$ cat src/rtl/bcd_pkg.sv
// Shared types and constants for the serial BCD adder: controller states and
// decimal-correction constants.
package bcd_pkg;

    typedef enum logic [1:0] {
        IDLE = 2'd0,
        ADD  = 2'd1,
        DONE = 2'd2
    } state_e;

    localparam logic [3:0] BCD_CORR      = 4'd6;
    localparam logic [3:0] BCD_MAX_DIGIT = 4'd9;

endpackage

$ cat src/rtl/bcd_digit_add.sv
// Single-digit BCD adder: binary add of two digits plus carry, then +6
// correction whenever the decimal carry is produced.
module bcd_digit_add
    import bcd_pkg::*;
(
    input  logic [3:0] a,
    input  logic [3:0] b,
    input  logic       cin,
    output logic [3:0] s,
    output logic       cout
);

    logic [4:0] bin;

    always_comb begin
        bin  = {1'b0, a} + {1'b0, b} + {4'b0000, cin};
        // Decimal carry covers both a binary overflow and a 4-bit sum of 10..15.
        cout = bin[4] | (bin[3] & bin[2]) | (bin[3] & bin[1]);
        s    = cout ? (bin[3:0] + BCD_CORR) : bin[3:0];
    end

endmodule

$ cat src/rtl/bcd_serial_adder_ctrl.sv
// Digit-serial packed-BCD adder sequencer (IDLE -> ADD -> DONE) around one
// shared bcd_digit_add. Optional invalid-digit flag under `BCD_ERR_EN.
module bcd_serial_adder_ctrl
    import bcd_pkg::*;
#(
    parameter int DIGITS = 4
) (
    input  logic                  clk,
    input  logic                  rst_n,
    input  logic                  start,
    input  logic [4*DIGITS-1:0]   a,
    input  logic [4*DIGITS-1:0]   b,
    input  logic                  cin,
    output logic                  busy,
    output logic                  done,
    output logic [4*DIGITS-1:0]   sum,
    output logic                  cout
`ifdef BCD_ERR_EN
    ,
    output logic                  err
`endif
);

    localparam int W     = 4 * DIGITS;
    localparam int IDX_W = (DIGITS > 1) ? $clog2(DIGITS) : 1;
    localparam logic [IDX_W-1:0] LAST_IDX = IDX_W'(DIGITS - 1);

    state_e           state_q, state_d;
    logic [IDX_W-1:0] idx_q, idx_d;
    logic [W-1:0]     a_sh_q, a_sh_d;
    logic [W-1:0]     b_sh_q, b_sh_d;
    logic             carry_q, carry_d;
    logic [W-1:0]     work_q, work_d;
    logic [W-1:0]     sum_q, sum_d;
    logic             cout_q, cout_d;
    logic [3:0]       digit_s;
    logic             digit_c;
`ifdef BCD_ERR_EN
    logic             err_flag_q, err_flag_d;
    logic             err_q, err_d;
`endif

    bcd_digit_add u_digit_add (
        .a    (a_sh_q[3:0]),
        .b    (b_sh_q[3:0]),
        .cin  (carry_q),
        .s    (digit_s),
        .cout (digit_c)
    );

    always_comb begin
        state_d = state_q;
        idx_d   = idx_q;
        a_sh_d  = a_sh_q;
        b_sh_d  = b_sh_q;
        carry_d = carry_q;
        work_d  = work_q;
        sum_d   = sum_q;
        cout_d  = cout_q;
`ifdef BCD_ERR_EN
        err_flag_d = err_flag_q;
        err_d      = err_q;
`endif
        case (state_q)
            IDLE: begin
                if (start) begin
                    state_d = ADD;
                    a_sh_d  = a;
                    b_sh_d  = b;
                    carry_d = cin;
                    idx_d   = '0;
                    work_d  = '0;
`ifdef BCD_ERR_EN
                    err_flag_d = 1'b0;
`endif
                end
            end
            ADD: begin
                // New digit enters at the top so digit 0 ends up at the bottom.
                work_d  = (work_q >> 4) | (W'(digit_s) << (W - 4));
                carry_d = digit_c;
                a_sh_d  = a_sh_q >> 4;
                b_sh_d  = b_sh_q >> 4;
                idx_d   = idx_q + IDX_W'(1);
`ifdef BCD_ERR_EN
                err_flag_d = err_flag_q | (a_sh_q[3:0] > BCD_MAX_DIGIT)
                                        | (b_sh_q[3:0] > BCD_MAX_DIGIT);
`endif
                if (idx_q == LAST_IDX) begin
                    state_d = DONE;
                    sum_d   = work_d;
                    cout_d  = digit_c;
`ifdef BCD_ERR_EN
                    err_d   = err_flag_d;
`endif
                end
            end
            DONE: begin
                state_d = IDLE;
            end
            default: begin
                state_d = IDLE;
            end
        endcase
    end

    always_ff @(posedge clk or negedge rst_n) begin
        if (!rst_n) begin
            state_q <= IDLE;
            idx_q   <= '0;
            sum_q   <= '0;
            cout_q  <= 1'b0;
`ifdef BCD_ERR_EN
            err_q   <= 1'b0;
`endif
        end else begin
            state_q <= state_d;
            idx_q   <= idx_d;
            sum_q   <= sum_d;
            cout_q  <= cout_d;
`ifdef BCD_ERR_EN
            err_q   <= err_d;
`endif
        end
    end

    // Operand/working registers are reloaded on every accept, so they carry no reset.
    always_ff @(posedge clk) begin
        a_sh_q  <= a_sh_d;
        b_sh_q  <= b_sh_d;
        carry_q <= carry_d;
        work_q  <= work_d;
`ifdef BCD_ERR_EN
        err_flag_q <= err_flag_d;
`endif
    end

    assign busy = (state_q != IDLE);
    assign done = (state_q == DONE);
    assign sum  = sum_q;
    assign cout = cout_q;
`ifdef BCD_ERR_EN
    assign err  = err_q;
`endif

endmodule

$ cat config.mk
export PLATFORM = sky130hd
export DESIGN_NAME = bcd_serial_adder_ctrl
export DESIGN_NICKNAME = d
export VERILOG_FILES = /design/src/rtl/bcd_pkg.sv /design/src/rtl/bcd_digit_add.sv /design/src/rtl/bcd_serial_adder_ctrl.sv
export SDC_FILE = /design/constraint.sdc
export NUM_CORES = 1
export LEC_CHECK = 0
export BUFFER_PORTS_ARGS = -buffer_cell sky130_fd_sc_hd__buf_2
export CAP_MARGIN = 20
export CORE_UTILIZATION = 55
export CTS_BUF_LIST = sky130_fd_sc_hd__clkbuf_4 sky130_fd_sc_hd__clkbuf_8
export CTS_CLUSTER_DIAMETER = 200
export DETAILED_ROUTE_END_ITERATION = 8
export PLACE_DENSITY = 0.81
export SYNTH_ARGS = -nofsm -noshare
export SYNTH_HDL_FRONTEND = slang
export SYNTH_HIERARCHICAL = 1
export SYNTH_SLANG_ARGS = --single-unit
$ cat constraint.sdc
create_clock -name clk -period 3.3 [get_ports clk]
set_input_delay 0.165 -clock clk [delete_from_list [all_inputs] [get_ports clk]]
set_output_delay 0.165 -clock clk [all_outputs]
set_load 0.005 [all_outputs]
==> run metrics, run 1 <==
run status=finished, final reports clean; detailed placement HPWL=3290 um; leakage dissipation=1.52 nW; share of the clock period used by the worst path after layout=83.7%; clock tree from TritonCTS=yes; Detailed Route WL=4860 um; final critical delay including setup and external delays=2.76 ns; First-pass DRT Iterations=4; Hold Fails Final Rpt=0; relative max-transition margin=37.3%; Layout Skew=0.00966 ns; Clock H-tree levels=3; maximum number of buffers from clock root to sink=2; number of cells traversed by the worst hold path=3; vias in the first global route=1589; biggest fanout along the worst timing path=4; number of cells in the finished layout apart from fillers=327; worst min path class=input pin to register; global-route total usage across every layer=18.9%; DIE AREA=5740 um2; data required time at the worst endpoint=3.40 ns; global-route wire length before repair=7440 um; number of vias per cell=5.12; commonest cells after routing, fill and taps aside=sky130_fd_sc_hd__buf_2, sky130_fd_sc_hd__mux2_2, sky130_fd_sc_hd__edfxtp_1; final setup vio count=0; fraction of layout instances using a drive strength above 1=47.9%; post-detailed-route count of antenna-violating nets=0; area of the core=5170 um2; post-route core utilization=67.1%; die height=75.7 um; Fillers=385; gpl congestion=approximately 0.77; Arr. time, crit path=2.86 ns; sequential cell area fraction in the yosys report=a little over three fifths; max-slew violation count=0; worst slew pin tran=0.939 ns; Final WS setup=0.538 ns; setup repair after global routing missed its margin=false; flip-flop and latch count after synthesis=66; # nets final=roughly 300; source of the worst register-to-register timing path=a_sh_q[0]$_DFFE_PP_; worst setup slack for register-to-register paths=~0.54 ns; synthesized area per cell=~16 um2; total non-filler cell area in the finished layout=3470 um2; register area=1880 um2; starting density of the core=57.8%; source of the worst hold timing path=start; number of standard cells after synthesis=about 190; number of placed instances, taps included=310; clock input transition at the sequential cells of the worst setup and hold paths=0.06 ns; class of the most critical setup path=register to register; biggest area contributors in the synthesized netlist=sky130_fd_sc_hd__edfxtp_1, sky130_fd_sc_hd__dfrtp_1, sky130_fd_sc_hd__mux2_2; count of warnings emitted by yosys=6; antenna diode count=0; largest net degree at the start of global routing=46; power per cell area=1180 nW/um2; layout overhead on the synthesized area=16.1%; share of the synthesized area in the top cell type=between 40% and 50%; number of buffers added by the clock tree synthesis step=9; post-synthesis instance area=2990 um2; WHS Endpoint=state_q[0]$_DFFE_PN0P_; number of vias in the routed layout=1674; post-synth cell types=38; initial antenna violation count=0; type of origin of the critical path=register; routed len/inst=about 15 um; most common cell after layout, fill and taps aside=sky130_fd_sc_hd__buf_2; maximum frequency from static timing analysis=roughly 360 MHz; library cell occupying the most area in the post-synthesis netlist=sky130_fd_sc_hd__edfxtp_1; depth of the worst register-to-register path=9; clock latency on the worst-skew pair=0.34 ns; Net Count, Synth=235; total overflow reported by the global router=0; Boundary Pins=between 50 and 60; footprint of the multi-input gates=1010 um2; Placement Cell Area=3290 um2; setup tns final=0 ns; # rows=26; detailed-route DRC error count=0; number of I/O port buffers=54; peak supply drop=0.000810 V; endpoint of the worst-slack reg-to-reg timing path=work_q[15]$_SDFFCE_PN0P_; Chip Width=75.7 um; initial DRC count=a little over 80; worst slack at placement=0.552 ns; number of gates resized after cts=0; Critical Path Sink Type=register; Root Buffer Master=sky130_fd_sc_hd__clkbuf_8; number of sinks handled by clock tree synthesis=66; number of max-cap violations=0
## timing repair
action,4_1_cts,5_1_grt
endpoints found under the hold margin,21,0
hold buffers,1,0
setup buffers,0,0
## cell usage after synthesis (all sizes together)
master / number
ha: 5
nor3: 1
dfrtp: 21
fa: 2
xor2: 1
a21o: 1
inv: 10
mux2i: 1
buf: 5
o32a: 1
or2b: 1
nand2: 2
nand3b: 2
or2: 1
o21a: 1
nor2b: 13
edfxtp: 45
nand2b: 2
o41ai: 1
clkbuf: 2
or4: 1
and2: 13
mux2: 45
xnor2: 1
a21oi: 3
o311ai: 1
o21ai: 1
o21bai: 2
o211ai: 1
nor2: 4
a22o: 1
o2111ai: 1
## sequential cells by signal (all words and copies together) (netlist names)
signal	count
idx_q	2
state_q	2
a_sh_q	16
work_q	12
cout	1
carry_q	1
sum	16
b_sh_q	16
## report_power, final
| group | internal, mW | switching [mW] | total (mW) |
|---|---|---|---|
| Sequential | 1.46 | 0.153 | 1.61 |
| Combinational | 0.940 | 0.940 | 1.88 |
| Clock | 0.323 | 0.281 | 0.604 |
## logic make-up after synthesis
group | count (synthesis) | share of synthesized area (%)
buffers and inverters | 17 | 3.51
flip-flops | 66 | 62.8
XOR/XNOR | 2 | 0.586
multiplexers | 46 | 17.3
AND/OR/NAND/NOR | 40 | 8.74
adder cells (fa/ha/maj) | 7 | 3.43
AO/OA/AOI/OAI | 14 | 3.68
## worst max path at each step
| stage | cells after the start | endpoint | slack [ns] | startpoint |
|---|---|---|---|---|
| floorplan | 9 | work_q[15]$_SDFFCE_PN0P_ | 0.79 | a_sh_q[0]$_DFFE_PP_ |
| finish | 9 | work_q[15]$_SDFFCE_PN0P_ | 0.54 | a_sh_q[0]$_DFFE_PP_ |
| global placement | 9 | work_q[15]$_SDFFCE_PN0P_ | 0.71 | a_sh_q[0]$_DFFE_PP_ |
| CTS | 9 | work_q[15]$_SDFFCE_PN0P_ | 0.54 | a_sh_q[0]$_DFFE_PP_ |
| global route | 9 | sum[15]$_DFFE_PN0P_ | 0.49 | a_sh_q[0]$_DFFE_PP_ |
| detailed placement | 9 | work_q[15]$_SDFFCE_PN0P_ | 0.55 | a_sh_q[0]$_DFFE_PP_ |
## per-layer routing
layer | global-route usage (%) | up-vias | part of all wire [%]
met1 | 22.8 | 809 | 43
met3 | 7.94 | 12 | 4.8
met2 | 29.2 | 39 | 50
met5 | 0 | - | 0
li1 | - | 814 | -
met4 | 9.88 | 0 | 2.2
## through the flow
stage                     power (mW)  hold slack, ns
after global routing            4.37          0.0905
after global placement          3.39           0.146
after CTS                       4.12          0.0854
after floorplan                 3.09          -0.131
after detailed placement        3.52           0.157
final                           4.10          0.0963
## critical path, cell delays in order, from the launching register on
cell	delay [ns]
sky130_fd_sc_hd__edfxtp_1	0.32
sky130_fd_sc_hd__inv_1	0.05
sky130_fd_sc_hd__fa_1	0.49
sky130_fd_sc_hd__fa_1	0.47
sky130_fd_sc_hd__xnor2_1	0.28
sky130_fd_sc_hd__inv_1	0.11
sky130_fd_sc_hd__ha_1	0.23
sky130_fd_sc_hd__o21bai_1	0.16
sky130_fd_sc_hd__mux2_2	0.28
sky130_fd_sc_hd__and2_1	0.14
## final cells by class
class                      count  area share, %
clock buffer                  15           4.86
timing repair buffer          56           8.29
clock inverter                 1          0.144
tap                           70           2.52
multi-input combinational    109           29.0
inverter                      10           1.08
sequential                    66           54.1
Power figures use the tool's default switching activity.
==> inputs of run 2 (changes only) <==
Clock period 3.3 ns to 2.8 ns, I/O delays scaled along.
==> run 2 against run 1 <==
  * Non-clock buffer count is 2 higher
  * Hold slack worse by 0.024 ns
  * Final area is 1.6% higher
  * Sequential power is 18% higher
  * Power is 22% higher
  * Die area stayed put
  * Clock-buffer cell count is 2 lower
  * Global-route usage is 0.34 points lower
  * Clock power is 34% higher
  * Combinational power is 21% higher
  * Critical endpoint unchanged
==> run metrics, run 2 (synthesized netlist as in run 1, its figures left out) <==
clock network fraction of total power=16.2% (was 14.7%); fraction of layout instances using a drive strength above 1=48.6% (was 47.9%); most common cell after layout, fill and taps aside=sky130_fd_sc_hd__buf_2 (unchanged); number of sinks handled by clock tree synthesis=66 (unchanged); setup bufs post-CTS=0 (unchanged); vias in the first global route=1630 (was 1589); worst path buffer plus inverter count=2 (unchanged); relative max-transition margin=48.8% (was 37.3%); number of buffers added by the clock tree synthesis step=9 (unchanged); biggest fanout along the worst timing path=4 (unchanged); data required time at the worst endpoint=2.89 ns (was 3.40 ns); share of the clock period used by the worst path after layout=94.8% (was 83.7%); total overflow reported by the global router=0 (unchanged); First-pass DRT Iterations=4 (unchanged); setup tns final=0 ns (unchanged); type of origin of the critical path=register (unchanged); Chip Width=75.7 um (unchanged); antenna diode count=0 (unchanged); Hold Fails Final Rpt=0 (unchanged); Clock H-tree levels=3 (unchanged); number of I/O port buffers=54 (unchanged); Fillers=364 (was 385); final setup vio count=0 (unchanged); number of cells in the finished layout apart from fillers=329 (was 327); cell-by-cell trace of the critical path=inv_1, fa_1, fa_1, xnor2_2, inv_1, ha_1, o21bai_1, mux2_2, and2_1 (was inv_1, fa_1, fa_1, xnor2_1, inv_1, ha_1, o21bai_1, mux2_2, and2_1); number of vias per cell=5.18 (was 5.12); Critical Path Sink Type=register (unchanged); clock latency on the worst-skew pair=0.33 ns (was 0.34 ns); worst slew pin tran=0.767 ns (was 0.939 ns); power per cell area=1420 nW/um2 (was 1180 nW/um2); final critical delay including setup and external delays=2.65 ns (was 2.76 ns); number of placed instances, taps included=312 (was 310); gpl congestion=0.769 (was 0.774); class of the most critical setup path=register to register (unchanged); post-route core utilization=68.2% (was 67.1%); peak supply drop=0.000921 V (was 0.000810 V); # nets final=297 (was 295); area of the core=5170 um2 (unchanged); max-slew violation count=0 (unchanged); setup repair after global routing missed its margin=false (unchanged); commonest cells after routing, fill and taps aside=sky130_fd_sc_hd__buf_2, sky130_fd_sc_hd__mux2_2, sky130_fd_sc_hd__edfxtp_1 (unchanged); number of max-cap violations=0 (unchanged); detailed placement HPWL=3200 um (was 3290 um); routed len/inst=14.7 um (was 14.8 um); maximum frequency from static timing analysis=377 MHz (was 362 MHz); cell family with most CP delay=adder cells (unchanged); combinational power share=45.7% (was 45.9%); number of vias in the routed layout=1703 (was 1674); # rows=26 (unchanged); switching power total=1.66 mW (was 1.37 mW); global-route total usage across every layer=18.6% (was 18.9%); run status=finished, final reports clean (unchanged); layout overhead on the synthesized area=17.9% (was 16.1%); Boundary Pins=55 (unchanged); largest net degree at the start of global routing=34 (was 46); footprint of the multi-input gates=1020 um2 (was 1010 um2); Max stage delay on crit path=0.49 ns (about the same); Layout Skew=0.0115 ns (was 0.00966 ns); global-route wire length before repair=7470 um (was 7440 um); initial DRC count=109 (was 82); detailed-route DRC error count=0 (unchanged); post-detailed-route count of antenna-violating nets=0 (unchanged); Cell Int Power=3.34 mW (was 2.72 mW); Arr. time, crit path=2.74 ns (was 2.86 ns); switching power as a share of total power=33.2% (was 33.5%); sequential fraction of design power=38.1% (was 39.4%); DIE AREA=5740 um2 (unchanged); worst hold-check slack=0.0725 ns (was 0.0963 ns); cell with the largest stage delay on the worst path=sky130_fd_sc_hd__fa_1 (unchanged); register area=1880 um2 (unchanged); initial antenna violation count=0 (unchanged); clock input transition at the sequential cells of the worst setup and hold paths=0.07 ns (was 0.06 ns); Root Buffer Master=sky130_fd_sc_hd__clkbuf_8 (unchanged); maximum number of buffers from clock root to sink=2 (unchanged); leakage dissipation=1.55 nW (was 1.52 nW); starting density of the core=57.8% (unchanged); Detailed Route WL=4850 um (was 4860 um); clock tree from TritonCTS=yes (unchanged); worst min path class=input pin to register (unchanged); die height=75.7 um (unchanged)
[run 2: cell count changes in the layout (fill, tap and decap cells not counted)]
cell / change
sky130_fd_sc_hd__buf_4: +2
sky130_fd_sc_hd__bufinv_16: +1
sky130_fd_sc_hd__clkbuf_4: -4
sky130_fd_sc_hd__clkbuf_8: +2
sky130_fd_sc_hd__xnor2_2: +1
sky130_fd_sc_hd__xnor2_1: -1
sky130_fd_sc_hd__clkinv_2: +1
[run 2: final cells by class]
type | count | area share (%)
inverter | 10 | 1.06
multi-input combinational | 109 | 28.8
clock buffer | 13 | 4.72
clock inverter | 3 | 1.14
sequential | 66 | 53.2
tap | 70 | 2.48
timing repair buffer | 58 | 8.58
[run 2: metrics by stage]
stage	setup slack, ns	instance area, um2	total power, mW
3_5_place_dp	0.109	3300	4.14
6_report	0.147	3530	5.00
3_3_place_gp	0.203	3300	4.03
4_1_cts	0.108	3520	4.97
2_1_floorplan	0.286	2990	3.64
5_1_grt	0.00279	3530	5.33
[run 2: worst paths after layout]
check / end / cells past startpoint / slack (ns) / from
min in group asynchronous: state_q[1]$_DFFE_PN0P_ / 2 / 0.30 / rst_n
setup reg to reg: work_q[15]$_SDFFCE_PN0P_ / 9 / 0.15 / a_sh_q[0]$_DFFE_PP_
hold reg to reg: sum[3]$_DFFE_PN0P_ / 1 / 0.48 / work_q[7]$_SDFFCE_PN0P_
setup / recovery: work_q[15]$_SDFFCE_PN0P_ / 9 / 0.15 / a_sh_q[0]$_DFFE_PP_
max in group asynchronous: idx_q[0]$_DFFE_PN0P_ / 2 / 2.17 / rst_n
hold / removal: state_q[0]$_DFFE_PN0P_ / 3 / 0.07 / start
[run 2: routing by layer]
layer	track usage, %	share of wire [%]	vias to the layer above
li1	-	-	823
met1	24.5	45	826
met2	27.9	49	46
met3	5.82	5.0	8
met4	9.67	1.6	0
met5	0	0	-
[run 2: timing repair]
item | in CTS | in global routing
hold buffers | 1 | 0
setup endpoints to repair | 0 | 2
endpoints found under the hold margin | 21 | 0
resized for setup | 0 | 1
[run 2: power by group through the flow]
stage          clock network (mW)  registers (mW)  logic [mW]
2_1_floorplan                   0            1.88        1.76
3_3_place_gp                    0            1.89        2.13
3_5_place_dp                    0            1.91        2.23
4_1_cts                     0.823            1.91        2.24
5_1_grt                     0.859            1.96        2.51
6_report                    0.807            1.90        2.28
[run 2: tightest hold or removal path, stage by stage]
cell	delay (ns)
sky130_fd_sc_hd__buf_2	0.10
sky130_fd_sc_hd__nand2b_1	0.06
sky130_fd_sc_hd__a21oi_1	0.06
==> inputs of run 3 (changes only) <==
Settings changed: CORE_UTILIZATION 55 to 40, PLACE_DENSITY 0.81 to 0.63.
==> run 3 against run 2 <==
  * Utilization down 20 points
  * Critical path type unchanged
  * Clock-buffer cell count down 1
  * Non-clock buffer count unchanged
  * Final area down 0.35%
  * Critical path depth unchanged
  * Setup slack worse by 0.019 ns
  * Register-to-register slack worse by 0.02 ns
  * Via count down 1.3%
  * Die area up 36%
  * Clock skew down 0.0041 ns
  * Fmax down 0.71%
  * Hold slack better by 0.0088 ns
==> run metrics, run 3 (synthesized netlist as in run 1, its figures left out) <==
run status=finished, final reports clean (unchanged); type of origin of the critical path=register (unchanged); layout overhead on the synthesized area=17.5% (was 17.9%); post-detailed-route count of antenna-violating nets=0 (unchanged); relative max-transition margin=63.3% (was 48.8%); Max stage delay on crit path=0.49 ns (about the same); starting density of the core=41.2% (was 57.8%); commonest cells after routing, fill and taps aside=sky130_fd_sc_hd__buf_2, sky130_fd_sc_hd__mux2_2, sky130_fd_sc_hd__edfxtp_1 (unchanged); Detailed Route WL=4650 um (was 4850 um); final critical delay including setup and external delays=2.67 ns (was 2.65 ns); final setup vio count=0 (unchanged); detailed placement HPWL=3030 um (was 3200 um); max-slew violation count=0 (unchanged); worst path buffer plus inverter count=2 (unchanged); Boundary Pins=55 (unchanged); fraction of layout instances using a drive strength above 1=47.9% (was 48.6%); largest net degree at the start of global routing=48 (was 34); cell with the largest stage delay on the worst path=sky130_fd_sc_hd__fa_1 (unchanged); number of I/O port buffers=54 (unchanged); number of max-cap violations=0 (unchanged); peak supply drop=0.000589 V (was 0.000921 V); First-pass DRT Iterations=4 (unchanged); Placement Cell Area=3340 um2 (was 3300 um2); total non-filler cell area in the finished layout=3510 um2 (was 3530 um2); vias in the first global route=1651 (was 1630); worst min path class=input pin to register (unchanged); cell family with most CP delay=adder cells (unchanged); worst slew pin tran=0.549 ns (was 0.767 ns); number of gates resized after cts=0 (unchanged); # nets final=297 (unchanged); detailed-route DRC error count=0 (unchanged); Cell Int Power=3.17 mW (was 3.34 mW); number of sinks handled by clock tree synthesis=66 (unchanged); number of vias in the routed layout=1681 (was 1703); routed len/inst=13.0 um (was 14.7 um); initial DRC count=62 (was 109); power per cell area=1350 nW/um2 (was 1420 nW/um2); setup bufs post-CTS=0 (unchanged); area of the core=7250 um2 (was 5170 um2); die height=88.5 um (was 75.7 um); global-route total usage across every layer=13.4% (was 18.6%); gpl congestion=0.755 (was 0.769); switching power as a share of total power=33.1% (was 33.2%); clock input transition at the sequential cells of the worst setup and hold paths=0.06 ns (was 0.07 ns); number of buffers added by the clock tree synthesis step=9 (unchanged); total overflow reported by the global router=0 (unchanged); biggest fanout along the worst timing path=4 (unchanged); Chip Width=88.5 um (was 75.7 um); clock network fraction of total power=14.3% (was 16.2%); # rows=31 (was 26); sequential fraction of design power=39.6% (was 38.1%); number of vias per cell=4.70 (was 5.18); clock tree from TritonCTS=yes (unchanged); worst setup slack for register-to-register paths=0.13 ns (was 0.15 ns); data required time at the worst endpoint=2.90 ns (was 2.89 ns); Arr. time, crit path=2.77 ns (was 2.74 ns); clock latency on the worst-skew pair=0.34 ns (was 0.33 ns); most common cell after layout, fill and taps aside=sky130_fd_sc_hd__buf_2 (unchanged); Layout Skew=0.00739 ns (was 0.0115 ns); setup tns final=0 ns (unchanged); Critical Path Sink Type=register (unchanged); initial antenna violation count=0 (unchanged); Hold Fails Final Rpt=0 (unchanged); Clock H-tree levels=3 (unchanged); combinational power share=46.2% (was 45.7%); switching power total=1.57 mW (was 1.66 mW); maximum frequency from static timing analysis=374 MHz (was 377 MHz); antenna diode count=0 (unchanged); share of the clock period used by the worst path after layout=95.4% (was 94.8%); global-route wire length before repair=7550 um (was 7470 um); leakage dissipation=1.53 nW (was 1.55 nW); setup repair after global routing missed its margin=false (unchanged); cell-by-cell trace of the critical path=inv_1, fa_1, fa_1, xnor2_1, inv_1, ha_1, o21bai_1, mux2_2, and2_1 (was inv_1, fa_1, fa_1, xnor2_2, inv_1, ha_1, o21bai_1, mux2_2, and2_1); Root Buffer Master=sky130_fd_sc_hd__clkbuf_8 (unchanged); class of the most critical setup path=register to register (unchanged); maximum number of buffers from clock root to sink=2 (unchanged); DIE AREA=7830 um2 (was 5740 um2)
[run 3: cell count changes in the layout (fill, tap and decap cells not counted)]
cell / delta
sky130_fd_sc_hd__clkinv_1: +1
sky130_fd_sc_hd__xnor2_2: -1
sky130_fd_sc_hd__clkbuf_4: +1
sky130_fd_sc_hd__bufinv_16: -1
sky130_fd_sc_hd__xnor2_1: +1
sky130_fd_sc_hd__clkinv_2: +1
sky130_fd_sc_hd__clkbuf_8: -2
[run 3: worst min-delay path, cell delays in order]
cell	delay, ns
sky130_fd_sc_hd__buf_2	0.10
sky130_fd_sc_hd__nand2b_1	0.07
sky130_fd_sc_hd__a21oi_1	0.06
[run 3: final timing paths]
check | start | to | depth (start not counted)
min in group asynchronous | rst_n | sum[2]$_DFFE_PN0P_ | 2
max in group asynchronous | rst_n | cout$_DFFE_PN0P_ | 2
worst max-delay path | a_sh_q[0]$_DFFE_PP_ | work_q[15]$_SDFFCE_PN0P_ | 9
worst max register to register | a_sh_q[0]$_DFFE_PP_ | work_q[15]$_SDFFCE_PN0P_ | 9
worst min-delay path | start | state_q[0]$_DFFE_PN0P_ | 3
worst min register to register | work_q[6]$_SDFFCE_PN0P_ | sum[2]$_DFFE_PN0P_ | 1
[run 3: per-layer routing]
metal  up-vias  routed length [um]  global-route usage (%)
met5         -                   0                       0
li1        816                   -                       -
met4         0                 123                    8.80
met2        49                2200                    21.7
met3        10                 305                    5.32
met1       806                2020                    14.6
[run 3: final cells by class]
type                    instances  area, um2
repair buffers                 58        303
flip-flops and latches         66       1880
fillers                       640       3740
clock inverters                 4       18.8
well taps                      99        124
clock buffers                  12        146
inverters                      10       37.5
multi-input cells             109       1010
[run 3: repair_timing]
item	in CTS	in global routing
hold buffers	1	0
hold endpoints to repair	21	0
setup endpoints to repair	0	0
[run 3: power by group through the flow]
stage	Sequential (mW)	Combinational [mW]	Clock (mW)
3_3_place_gp	1.89	2.17	0
2_1_floorplan	1.88	1.76	0
6_report	1.88	2.19	0.677
5_1_grt	1.94	2.46	0.737
4_1_cts	1.89	2.23	0.706
3_5_place_dp	1.91	2.21	0
[run 3: through the flow]
| step | std cells | power, mW | hold WS (ns) | worst slack [ns] | util [%] |
|---|---|---|---|---|---|
| CTS | 358 | 4.82 | 0.0586 | 0.136 | 48.5 |
| floorplan | 192 | 3.64 | -0.156 | 0.286 | - |
| global placement | 341 | 4.05 | 0.132 | 0.204 | 46.0 |
| global route | 358 | 5.14 | 0.0767 | 0.0107 | 48.5 |
| finish | 358 | 4.75 | 0.0813 | 0.128 | 48.5 |
| detailed placement | 341 | 4.12 | 0.140 | 0.143 | 46.0 |
